`src/rtl/dmem_arbiter.sv`:
```
// dmem_arbiter: two-port arbiter in front of a single-port, word-wide data
// memory. Adds byte/halfword reads via lane extraction and sub-word stores
// via a two-cycle read-modify-write. Responses are combinational with the
// memory read path, so reads and word writes complete in the request cycle.
module dmem_arbiter #(
  parameter int ADDR_W = 10
) (
  input  logic              clk,
  input  logic              rst,
  input  logic              req0,
  input  logic              we0,
  input  logic [1:0]        size0,
  input  logic [31:0]       addr0,
  input  logic [31:0]       wdata0,
  output logic              gnt0,
  output logic [31:0]       rdata0,
  input  logic              req1,
  input  logic              we1,
  input  logic [1:0]        size1,
  input  logic [31:0]       addr1,
  input  logic [31:0]       wdata1,
  output logic              gnt1,
  output logic [31:0]       rdata1,
  output logic              err,
  output logic [ADDR_W-1:0] mem_a,
  output logic              mem_we,
  output logic [31:0]       mem_wd,
  input  logic [31:0]       mem_rd
);

  localparam logic ST_IDLE   = 1'b0;
  localparam logic ST_RMW_WR = 1'b1;

  localparam logic [1:0] SZ_BYTE = 2'b00;
  localparam logic [1:0] SZ_HALF = 2'b01;
  localparam logic [1:0] SZ_WORD = 2'b10;

  // Alignment rule: bytes anywhere, halves on even, words on 4-byte boundary.
  function automatic logic is_legal(input logic [1:0] size, input logic [1:0] lo);
    logic ok;
    case (size)
      SZ_BYTE: ok = 1'b1;
      SZ_HALF: ok = (lo[0] == 1'b0);
      SZ_WORD: ok = (lo == 2'b00);
      default: ok = 1'b0;
    endcase
    return ok;
  endfunction

  // Pull the addressed lane out of a memory word, zero-extended.
  function automatic logic [31:0] lane_extract(input logic [1:0] size, input logic [1:0] lo,
                                               input logic [31:0] word);
    logic [31:0] sh;
    logic [31:0] res;
    case (size)
      SZ_BYTE: begin
        sh  = word >> {lo, 3'b000};
        res = {24'd0, sh[7:0]};
      end
      SZ_HALF: begin
        sh  = word >> {lo[1], 4'b0000};
        res = {16'd0, sh[15:0]};
      end
      SZ_WORD: begin
        sh  = word;
        res = word;
      end
      default: begin
        sh  = 32'd0;
        res = 32'd0;
      end
    endcase
    return res;
  endfunction

  // Replace the addressed lane(s) of a memory word with right-aligned store data.
  function automatic logic [31:0] lane_merge(input logic [1:0] size, input logic [1:0] lo,
                                             input logic [31:0] word, input logic [31:0] wd);
    logic [31:0] mask;
    logic [31:0] ins;
    case (size)
      SZ_BYTE: begin
        mask = 32'h0000_00FF << {lo, 3'b000};
        ins  = {24'd0, wd[7:0]} << {lo, 3'b000};
      end
      SZ_HALF: begin
        mask = 32'h0000_FFFF << {lo[1], 4'b0000};
        ins  = {16'd0, wd[15:0]} << {lo[1], 4'b0000};
      end
      default: begin
        mask = 32'd0;
        ins  = 32'd0;
      end
    endcase
    return (word & ~mask) | (ins & mask);
  endfunction

  logic              r_state;
  logic              r_last;
  logic              r_owner;
  logic [ADDR_W-1:0] r_addr;
  logic [31:0]       r_merge;

  logic              w_req;
  logic              w_sel;
  logic              w_we;
  logic [1:0]        w_size;
  logic [31:0]       w_addr;
  logic [31:0]       w_wdata;
  logic              w_unused_addr;

  logic              w_nxt_state;
  logic              w_gnt;
  logic              w_gnt_port;
  logic              w_err;
  logic [31:0]       w_rdata;
  logic [ADDR_W-1:0] w_mem_a;
  logic              w_mem_we;
  logic [31:0]       w_mem_wd;
  logic              w_start_rmw;
  logic [31:0]       w_merge;

  // Round-robin select: on conflict serve the port that was not served last.
  always_comb begin
    w_req = req0 | req1;
    w_sel = 1'b0;
    if (req0 && req1) begin
      w_sel = ~r_last;
    end else if (req1) begin
      w_sel = 1'b1;
    end else begin
      w_sel = 1'b0;
    end
    w_we          = w_sel ? we1    : we0;
    w_size        = w_sel ? size1  : size0;
    w_addr        = w_sel ? addr1  : addr0;
    w_wdata       = w_sel ? wdata1 : wdata0;
    w_unused_addr = ^w_addr[31:ADDR_W+2];
  end

  // Per-cycle access decode: completion, memory drive and next state.
  always_comb begin
    w_nxt_state = ST_IDLE;
    w_gnt       = 1'b0;
    w_gnt_port  = 1'b0;
    w_err       = 1'b0;
    w_rdata     = 32'd0;
    w_mem_a     = '0;
    w_mem_we    = 1'b0;
    w_mem_wd    = 32'd0;
    w_start_rmw = 1'b0;
    w_merge     = lane_merge(w_size, w_addr[1:0], mem_rd, w_wdata);
    if (!rst) begin
      w_nxt_state = ST_IDLE;
    end else begin
      case (r_state)
        ST_IDLE: begin
          if (w_req) begin
            w_mem_a    = w_addr[ADDR_W+1:2];
            w_gnt_port = w_sel;
            if (!is_legal(w_size, w_addr[1:0])) begin
              w_gnt = 1'b1;
              w_err = 1'b1;
            end else if (!w_we) begin
              w_gnt   = 1'b1;
              w_rdata = lane_extract(w_size, w_addr[1:0], mem_rd);
            end else if (w_size == SZ_WORD) begin
              w_gnt    = 1'b1;
              w_mem_we = 1'b1;
              w_mem_wd = w_wdata;
            end else begin
              // Sub-word store: read this cycle, write the merged word next.
              w_start_rmw = 1'b1;
              w_nxt_state = ST_RMW_WR;
            end
          end else begin
            w_nxt_state = ST_IDLE;
          end
        end
        ST_RMW_WR: begin
          w_mem_a     = r_addr;
          w_mem_we    = 1'b1;
          w_mem_wd    = r_merge;
          w_gnt       = 1'b1;
          w_gnt_port  = r_owner;
          w_nxt_state = ST_IDLE;
        end
        default: begin
          w_nxt_state = ST_IDLE;
        end
      endcase
    end
  end

  // Drive ports; only the completing port sees its grant and read data.
  always_comb begin
    gnt0   = w_gnt & ~w_gnt_port;
    gnt1   = w_gnt & w_gnt_port;
    rdata0 = (w_gnt && !w_gnt_port) ? w_rdata : 32'd0;
    rdata1 = (w_gnt && w_gnt_port) ? w_rdata : 32'd0;
    err    = w_err;
    mem_a  = w_mem_a;
    mem_we = w_mem_we;
    mem_wd = w_mem_wd;
  end

  // State, fairness pointer and read-modify-write latch.
  always_ff @(posedge clk) begin
    if (!rst) begin
      r_state <= ST_IDLE;
      r_last  <= 1'b1;
      r_owner <= 1'b0;
      r_addr  <= '0;
      r_merge <= 32'd0;
    end else begin
      r_state <= w_nxt_state;
      if (w_gnt) begin
        r_last <= w_gnt_port;
      end
      if (w_start_rmw) begin
        r_merge <= w_merge;
        r_owner <= w_sel;
        r_addr  <= w_mem_a;
      end
    end
  end

endmodule
```
`config.mk`:
```
export PLATFORM = sky130hd
export DESIGN_NAME = dmem_arbiter
export DESIGN_NICKNAME = d
export VERILOG_FILES = /design/src/rtl/dmem_arbiter.sv
export SDC_FILE = /design/constraint.sdc
export NUM_CORES = 1
export LEC_CHECK = 0
export BUFFER_PORTS_ARGS = -buffer_cell sky130_fd_sc_hd__buf_2
export CORE_AREA = 2 2 108 110
export DETAILED_ROUTE_END_ITERATION = 6
export DIE_AREA = 0 0 110 112
export PLACE_DENSITY = 0.86
export SYNTH_ARGS = -nofsm -noshare
export SYNTH_HDL_FRONTEND = slang
export SYNTH_SLANG_ARGS = --single-unit
```
`constraint.sdc`:
```
create_clock -name clk -period 6.2 [get_ports clk]
set_clock_uncertainty 0.05 [all_clocks]
set_input_delay 0.62 -clock clk [delete_from_list [all_inputs] [get_ports clk]]
set_output_delay 0.62 -clock clk [all_outputs]
set_load 0.03 [all_outputs]
```
==> impl_metrics.toml, run 1 <==
[sta]
hold_viol_final = 0
setup_viol = 0
min_period_over_period = 0.767
timing.fmax_ghz = 0.210
setup_slack_ns = 1.45
rsz0062_at_grt = "no"
min_period_ns = 4.75
fin_setup_tns_ns = 0
drv_slew = 0
relSlewSlack = 0.180
timing.hold.ws_ns = 0.407
worst_pin_slew_ns = 1.23

[cells_and_area]
seqCellArea_um2 = 901
final_common_cell = "buf_2"
postLayoutCoreUtil = 0.538
drive_gt1_frac = 0.343
antenna_cells = 0
finalNonFillerCells = 989
area_growth_pct = 27.9
final_nets = 1015
multiInputGateArea_um2 = 3500
layout_common_cells = "buf_2 (239), nand2_1 (67), o21ai_0 (55)"
nFillCells = 1130

[setup_path]
reg2reg_slack_ns = 2.85
crit_chain = "buf_2, a21bo_4, mux2i_1, nor4_1, nand2_1, o21ai_0, buf_2"
start_kind = "input port"
path_common_cell = "buf_2"
arrival_ns = 4.08
critPathRequiredTime_ns = 5.53
worstReg2RegStart = "r_last$_SDFFE_PN1P_"
rr_endpoint = "r_merge[25]$_SDFFE_PN0P_"
critPathSlowestCell = "a21bo_4"
cpPeakStageDelay_ns = 0.85
crit_path_end_kind = "primary output"
crit_fanout = 57
cp_num_buf_inv = 2
path_delay_family = "compound AO/OA/AOI/OAI gates"
crit_type = "input port to primary output"
r2r_cells = 8

[status]
status = "finished clean"

[place]
port_buffers = 239
dp_hpwl_mm = 14.3
gp_congestion = 0.967
pre_cts_ws_ns = 1.56
dp.cells = 981

[hold_path]
worstHoldStart = "r_merge[1]$_SDFFE_PN0P_"
hold_depth = 2
min_path_type = "register to register"
hold_end = "r_merge[1]$_SDFFE_PN0P_"

[floorplanning]
ios = 280
dieArea_um2 = 12300
die_x_um = 110
placementRows = 39
core_um2 = 11200
start_util = 0.420
die_y_um = 112

[synthesis]
async_reset_ff_frac = 0
yosysTopAreaCellShare = 0.192
ys_warn_count = 0
syn_area_per_cell_um2 = 7.24
ys_seq_elements = 45
syn_nets = 819
ys_seq_area_frac = 0.192
yosys-top-cells-area = "dfxtp_1 (19%), mux2i_1 (10%), o21ai_0 (5.9%)"
synth_area_um2 = 4700
synthCells = 649
ys.flop_type = "dfxtp_1"
yosysTopAreaCell = "dfxtp_1"
synth_edf_count = 0
synth.distinct_cells = 61

[global_routing]
antenna_found_initial = 0
grt_use_total = 0.293
grt_pass1_wl_mm = 27.9
first_global_vias = 5295
overflow = 0
grt_max_degree = 61

[drt]
dr.pass1.iters = 5
vias = 5986
post_drt_wl_per_cell_um = 19.2
wirelength_mm = 19.0
dr.first_iter.drc_count = 711
ant_nets = 0
drc = 0
via_per_inst = 6.05

[power]
p_leak_nw = 2.78
ir_drop_v = 0.000106
power.density_nw_per_um2 = 161

[cts]
ctsResizeCount = 0
clock_sinks = 45
cts_tree = "yes"
cts_buffers = 5
clkLatencyLatePin_ns = 0.28
cts_buffer_depth = 2
post_cts_buffers = 0
clk_pin_slew_worst_paths_ns = 0.06
ctsHoldBuffers = 0
cts-root-buf = "clkbuf_16"
htreeDepth = 2

[job]
max_cap_violations = 0
[logic make-up after synthesis]
logic type	Yosys count	synth area share
flip-flops	45	0.192
buffers and inverters	67	0.0687
AO/OA/AOI/OAI	225	0.322
multiplexers	62	0.143
AND/OR/NAND/NOR	250	0.274
[sequential cells by signal, indices dropped and copies added (netlist names)]
name / cells
r_merge: 32
r_owner: 1
r_addr: 10
r_state: 1
r_last: 1
[synthesized netlist by cell type (3+ instances only)]
library cell	instances
a21oi_1	37
a221oi_1	7
a22oi_1	8
a2bb2oi_1	6
and2_1	33
buf_2	9
buf_4	8
buf_6	4
clkbuf_1	32
dfxtp_1	45
inv_1	11
mux2_2	9
mux2i_1	47
mux2i_2	4
nand2_1	67
nand2b_1	16
nand3_1	26
nor2_1	43
nor2b_1	8
nor3_1	24
nor3b_1	9
o2111ai_1	9
o211ai_1	7
o211ai_2	3
o21ai_0	55
o21ai_1	36
o221ai_1	4
o22ai_1	9
o31a_1	6
o32a_1	6
o32ai_1	9
o32ai_2	5
or3_1	7
[tightest hold or removal path: cells and delay by family (launching register included)]
| kind | cells | cell delay [ns] |
|---|---|---|
| simple gates | 1 | 0.06 |
| flops | 1 | 0.31 |
| compound gates | 1 | 0.05 |
[metal layers]
layer | global-route usage | up-vias | wire, um
li1 | - | 2810 | -
met1 | 0.365 | 2756 | 7440
met2 | 0.487 | 353 | 8860
met3 | 0.0568 | 67 | 1820
met4 | 0.122 | 0 | 875
met5 | 0 | - | 0
[layout make-up]
type	count	area share
Clock buffer	6	0.0231
Clock inverter	2	0.00229
Inverter	12	0.00750
Multi-Input combinational cell	537	0.582
Sequential cell	45	0.150
Tap cell	143	0.0298
Timing Repair Buffer	244	0.205
[power breakdown]
group / switching, mW / internal [mW] / total (mW) / leakage (nW)
Combinational: 0.237 / 0.139 / 0.376 / 2.34
Sequential: 0.0108 / 0.307 / 0.318 / 0.366
Clock: 0.114 / 0.160 / 0.274 / 0.0768
Total: 0.362 / 0.606 / 0.968 / 2.78
[through the flow]
stage	power [mW]	cell area (um2)
finish	0.968	6010
CTS	0.960	6010
floorplan	0.572	4700
global placement	0.686	5860
detailed placement	0.692	5860
global route	1.01	6010
[worst max path at each step]
stage,endpoint,startpoint,cells past startpoint
floorplan,rdata1[6],req1,7
global placement,mem_wd[0],req1,7
detailed placement,mem_wd[0],req1,7
CTS,mem_wd[0],req1,7
global route,mem_wd[1],req1,7
finish,mem_wd[1],req1,7
Power figures use the tool's default switching activity.
==> inputs of run 2 (changes only) <==
Settings changed: CORE_AREA 2 2 108 110 to default, CORE_UTILIZATION from default to 41, DIE_AREA 0 0 110 112 to default, PLACE_DENSITY 0.86 to 0.87.
Clock period 6.2 ns to 4.2 ns, I/O delays scaled along.
==> run 2 against run 1 <==
Effect of this change:
- utilization is 1.6 points higher
- hold slack gained 0.0035 ns
- final cell count up 0.40%
- sequential power increased by 47%
- flip-flop and latch count unchanged
- largest power group unchanged
- global-route usage up 0.52 points
- largest cell class unchanged
- non-clock buffer count increased by 7
- first-iteration DRC count fell by 9.1%
- cell area grew 1.2%
- via count grew 0.12%
- die area down 3.5%
==> impl_metrics.toml, run 2 (synthesis results as in run 1) <==
[global_routing]
grt_pass1_wl_mm = 27.3
antenna_found_initial = 0
use_met2 = 0.502
grt_use_total = 0.298
use_met3 = 0.0598
first_global_vias = 5294
overflow = 0
use_met1 = 0.373
grt_busiest_layer = "met2"
grt_max_degree = 60

[sta]
rsz0062_at_grt = "no"
setup_slack_ns = 0.600
setup_viol = 0
timing.fmax_ghz = 0.278
worst_pin_slew_ns = 0.831
min_period_ns = 3.60
relSlewSlack = 0.430
fin_setup_tns_ns = 0
drv_slew = 0
min_period_over_period = 0.857
hold_viol_final = 0

[drt]
dr.first_iter.drc_count = 646
via_per_inst = 6.04
ant_nets = 0
post_drt_wl_per_cell_um = 18.3
drc = 0
wirelength_mm = 18.2
dr.pass1.iters = 5
vias = 5993

[floorplanning]
die_y_um = 109
core_um2 = 11000
placementRows = 38
start_util = 0.428
die_x_um = 109
ios = 280
dieArea_um2 = 11900

[place]
gp_congestion = 0.940
dp_hpwl_mm = 13.7
pre_cts_ws_ns = 0.808
port_buffers = 239

[power]
ir_drop_v = 0.000166
power.density_nw_per_um2 = 245
p_leak_nw = 2.82

[setup_path]
critPathRequiredTime_ns = 3.73
critPathSlowestCell = "nor4_1"
cpPeakStageDelay_ns = 0.62
start_kind = "register"
arrival_ns = 3.13
crit_start = "r_last$_SDFFE_PN1P_"
crit_path_end_kind = "primary output"
crit_chain = "a21bo_4, mux2i_1, nor4_1, nand2_1, buf_4, o21ai_0, buf_2"
worstReg2RegStart = "r_last$_SDFFE_PN1P_"
crit_fanout = 24
crit_type = "register to primary output"

[cts]
cts_buffers = 5
clkLatencyLatePin_ns = 0.29
clk_pin_slew_worst_paths_ns = 0.06
cts-root-buf = "clkbuf_16"
ctsHoldBuffers = 0
clock_sinks = 45
ctsResizeCount = 0
cts_buffer_depth = 2
cts_tree = "yes"
htreeDepth = 2
post_cts_buffers = 0

[cells_and_area]
antenna_cells = 0
drive_gt1_frac = 0.348
layout_common_cells = "buf_2 (239), nand2_1 (67), o21ai_0 (55)"
top_register = "r_merge"
area_growth_pct = 29.5
final_common_cell = "buf_2"
largest_reg_flops = 32
final_nets = 1022
largest_registers = "r_merge (32), r_addr (10)"
postLayoutCoreUtil = 0.554

[hold_path]
min_path_type = "register to register"
worstHoldStart = "r_merge[6]$_SDFFE_PN0P_"

[status]
status = "finished clean"

[job]
max_cap_violations = 0
-- run 2: cell types whose count changed in the layout (fill, tap and decap cells not counted) --
cell / change
clkinvlp_4: +1
buf_4: +7
clkinv_4: -1
bufinv_16: +1
clkinv_2: -1
-- run 2: cell type report --
type	count	area, um2
fillers	1037	4900
multi-input cells	537	3500
repair buffers	251	1290
flip-flops and latches	45	901
well taps	140	175
clock buffers	6	139
inverters	12	45.0
clock inverters	2	37.5
-- run 2: metal layers --
| layer | part of all wire | vias to the layer above |
|---|---|---|
| li1 | - | 2808 |
| met1 | 0.38 | 2752 |
| met2 | 0.48 | 376 |
| met3 | 0.11 | 57 |
| met4 | 0.031 | 0 |
| met5 | 0 | - |
-- run 2: power by group --
group | total (mW) | switching, mW | internal (mW)
clock | 0.464 | 0.168 | 0.297
combinational | 0.558 | 0.348 | 0.210
sequential | 0.469 | 0.0157 | 0.453
-- run 2: worst max-delay path, delay by kind of cell, from the launching register on --
| kind | cells | cell delay (ns) |
|---|---|---|
| multiplexers | 1 | 0.31 |
| buffers and inverters | 2 | 0.56 |
| AO/OA/AOI/OAI | 2 | 0.52 |
| flip-flops | 1 | 0.44 |
| AND/OR/NAND/NOR | 2 | 1.00 |
-- run 2: final timing paths --
path,to,slack (ns),cells past startpoint
max,mem_wd[12],0.60,7
min,r_merge[6]$_SDFFE_PN0P_,0.41,2
max reg2reg,r_merge[8]$_SDFFE_PN0P_,1.39,6
min reg2reg,r_merge[6]$_SDFFE_PN0P_,0.41,2
-- run 2: through the flow --
step / instance area [um2] / std cells / power [mW] / hold slack, ns
4_1_cts: 6080 / 993 / 1.49 / 0.408
5_1_grt: 6080 / 993 / 1.56 / 0.440
3_3_place_gp: 5910 / 985 / 1.01 / 0.397
2_1_floorplan: 4700 / 649 / 0.844 / 0.387
3_5_place_dp: 5910 / 985 / 1.02 / 0.400
6_report: 6080 / 993 / 1.49 / 0.410
==> inputs of run 3 (changes only) <==
Settings changed: ABC_AREA from default to 1, BUFFER_PORTS_ARGS -buffer_cell sky130_fd_sc_hd__buf_2 to default, CORE_AREA from default to 2 2 110 112, CORE_UTILIZATION 41 to default, DIE_AREA from default to 0 0 112 114, DONT_BUFFER_PORTS from default to 1, PLACE_DENSITY 0.87 to 0.67.
==> run 3 against run 2 <==
Effect of this change:
- global-route usage fell by 4.0 points
- flip-flop and latch count did not move
- first-iteration DRC count fell by 19%
- setup slack improved by 0.21 ns
- die area grew 7.4%
- routed wire length fell by 5.2%
- via count is 5.3% lower
- utilization shrank 12 points
- combinational power down 5.9%
- sequential power hardly changed
- non-clock buffer count is 245 lower
- synthesized area is 4.3% higher
- critical path type unchanged
==> impl_metrics.toml, run 3 <==
[drt]
drc = 0
ant_nets = 0
vias = 5678
post_drt_wl_per_cell_um = 16.4
dr.first_iter.drc_count = 525
wirelength_mm = 17.3
via_per_inst = 5.38
dr.pass1.iters = 6

[synthesis]
synth.distinct_cells = 31
ys.flop_type = "dfxtp_1"
synthMuxAreaShare = 0
yosys-top-cells-area = "nand2_1 (26%), dfxtp_1 (18%), nor2_1 (16%)"
yosysTopAreaCellShare = 0.257
ys_seq_elements = 45
syn_nets = 1113
synthCells = 943
synthXorXnorAreaFrac = 0
synth_area_um2 = 4900
synth_compound_area_frac = 0.124
yosys.area_share.simple = 0.573
ys_seq_area_frac = 0.184
synth_edf_count = 0
syn_area_per_cell_um2 = 5.19
synth_adder_area_share = 0
synthTopCellsByCount = "nand2_1 (335), nor2_1 (203), inv_1 (81)"
yosysTopAreaCell = "nand2_1"
ys_warn_count = 0
async_reset_ff_frac = 0
synth_most_common_cell = "nand2_1"
synth_top_family_by_area = "simple AND/OR/NAND/NOR gates"

[cells_and_area]
layout_common_cells = "nand2_1 (335), nor2_1 (203), inv_1 (81)"
antenna_cells = 0
final_nets = 1077
finalNonFillerCells = 1055
nFillCells = 1372
fin_area_um2 = 5030
largest_registers = "r_merge (32), r_addr (10)"
drive_gt1_frac = 0.0672
largest_reg_flops = 32
top_register = "r_merge"
final_common_cell = "nand2_1"
area_growth_pct = 2.68

[cts]
cts-root-buf = "clkbuf_16"
clock_sinks = 45
clk_pin_slew_worst_paths_ns = 0.06
htreeDepth = 2
cts_buffers = 5
cts_tree = "yes"
cts_buffer_depth = 2
ctsHoldBuffers = 0
post_cts_buffers = 0
ctsResizeCount = 0
clkLatencyLatePin_ns = 0.29

[status]
status = "finished clean"

[setup_path]
crit_fanout = 55
critPathRequiredTime_ns = 3.73
start_kind = "register"
crit_chain = "nand2_4, nand2_8, nand2_1, nand2_2, nand2_2, nand2_2, nand2_4, inv_4, nand2_4, nor2_8, nand3_1, nand2_1"
cp_num_buf_inv = 1
crit_type = "register to primary output"
cpPeakStageDelay_ns = 0.38
arrival_ns = 2.92
path_delay_family = "simple AND/OR/NAND/NOR gates"
crit_start = "r_last$_SDFFE_PN1P_"
critPathSlowestCell = "dfxtp_1"
worstReg2RegStart = "r_last$_SDFFE_PN1P_"
crit_path_end_kind = "primary output"

[power]
ir_drop_v = 0.000147
power.density_nw_per_um2 = 288
p_int_mw = 0.881
switchingPower_mw = 0.566
p_leak_nw = 2.51
seqPwrFrac = 0.325
power.share.switching = 0.391
power_frac_comb = 0.363
clkPwrFrac = 0.313

[hold_path]
min_path_type = "input port to register"
worstHoldStart = "rst"

[global_routing]
grt_busiest_layer = "met2"
grt_max_degree = 61
first_global_vias = 4795
grt_use_total = 0.258
antenna_found_initial = 0
use_met3 = 0.0664
use_met1 = 0.347
use_met2 = 0.411
grt_pass1_wl_mm = 26.2
overflow = 0

[sta]
min_period_over_period = 0.806
relSlewSlack = 0.508
timing.fmax_ghz = 0.295
hold_viol_final = 0
drv_slew = 0
setup_viol = 0
fin_setup_tns_ns = 0
min_period_ns = 3.39
worst_pin_slew_ns = 0.748
timing.hold.ws_ns = 0.189
rsz0062_at_grt = "no"
setup_slack_ns = 0.813

[place]
pre_cts_ws_ns = 1.07
dp_hpwl_mm = 13.3
dpl_cell_area_um2 = 4860
dp.cells = 1047
gp_congestion = 0.961
port_buffers = 0

[floorplanning]
placementRows = 40
ios = 280
start_util = 0.418
die_y_um = 114
dieArea_um2 = 12800
die_x_um = 112
core_um2 = 11700

[job]
max_cap_violations = 0
[run 3: cell count changes in the layout (fill, tap and decap cells not counted), moves of 16 or more]
cell	previous run	this run
mux2i_1	47	0
o21ai_1	36	3
nor2_1	43	203
a21oi_1	37	8
nand2b_1	16	0
nand3_1	26	78
inv_1	11	81
nand2_1	67	335
nor3_1	24	0
and2_1	33	0
nand2_2	0	18
buf_2	239	0
[run 3: logic make-up after synthesis]
kind of cell	Yosys count
flops	45
compound gates	101
buf+inv	134
simple gates	663
[run 3: worst paths after layout]
kind / slack (ns) / cells past startpoint / to
hold reg to reg: 0.42 / 2 / r_merge[13]$_SDFFE_PN0P_
hold / removal: 0.19 / 1 / r_last$_SDFFE_PN1P_
setup / recovery: 0.81 / 12 / mem_wd[0]
setup reg to reg: 1.29 / 12 / r_merge[16]$_SDFFE_PN0P_
[run 3: per-layer routing]
metal / part of all wire / up-vias
met5: 0 / -
met3: 0.10 / 33
met1: 0.43 / 2504
met4: 0.022 / 0
li1: - / 2854
met2: 0.45 / 287
[run 3: layout make-up]
class	instances	area, um2	area share
Clock buffer	6	129	0.0256
Multi-Input combinational cell	764	3410	0.678
Clock inverter	2	38.8	0.00771
Sequential cell	45	901	0.179
Inverter	85	322	0.0639
Timing Repair Buffer	6	45.0	0.00896
Tap cell	147	184	0.0366
[run 3: power groups by stage]
stage / combinational [mW] / clock [mW] / sequential, mW
finish: 0.525 / 0.452 / 0.470
global route: 0.590 / 0.485 / 0.473
detailed placement: 0.518 / 0 / 0.479
global placement: 0.516 / 0 / 0.478
floorplan: 0.440 / 0 / 0.477
CTS: 0.520 / 0.460 / 0.469
[run 3: metrics by stage]
step	util	power [mW]
5_1_grt	0.429	1.55
3_3_place_gp	0.415	0.994
6_report	0.429	1.45
3_5_place_dp	0.415	0.997
2_1_floorplan	-	0.916
4_1_cts	0.429	1.45
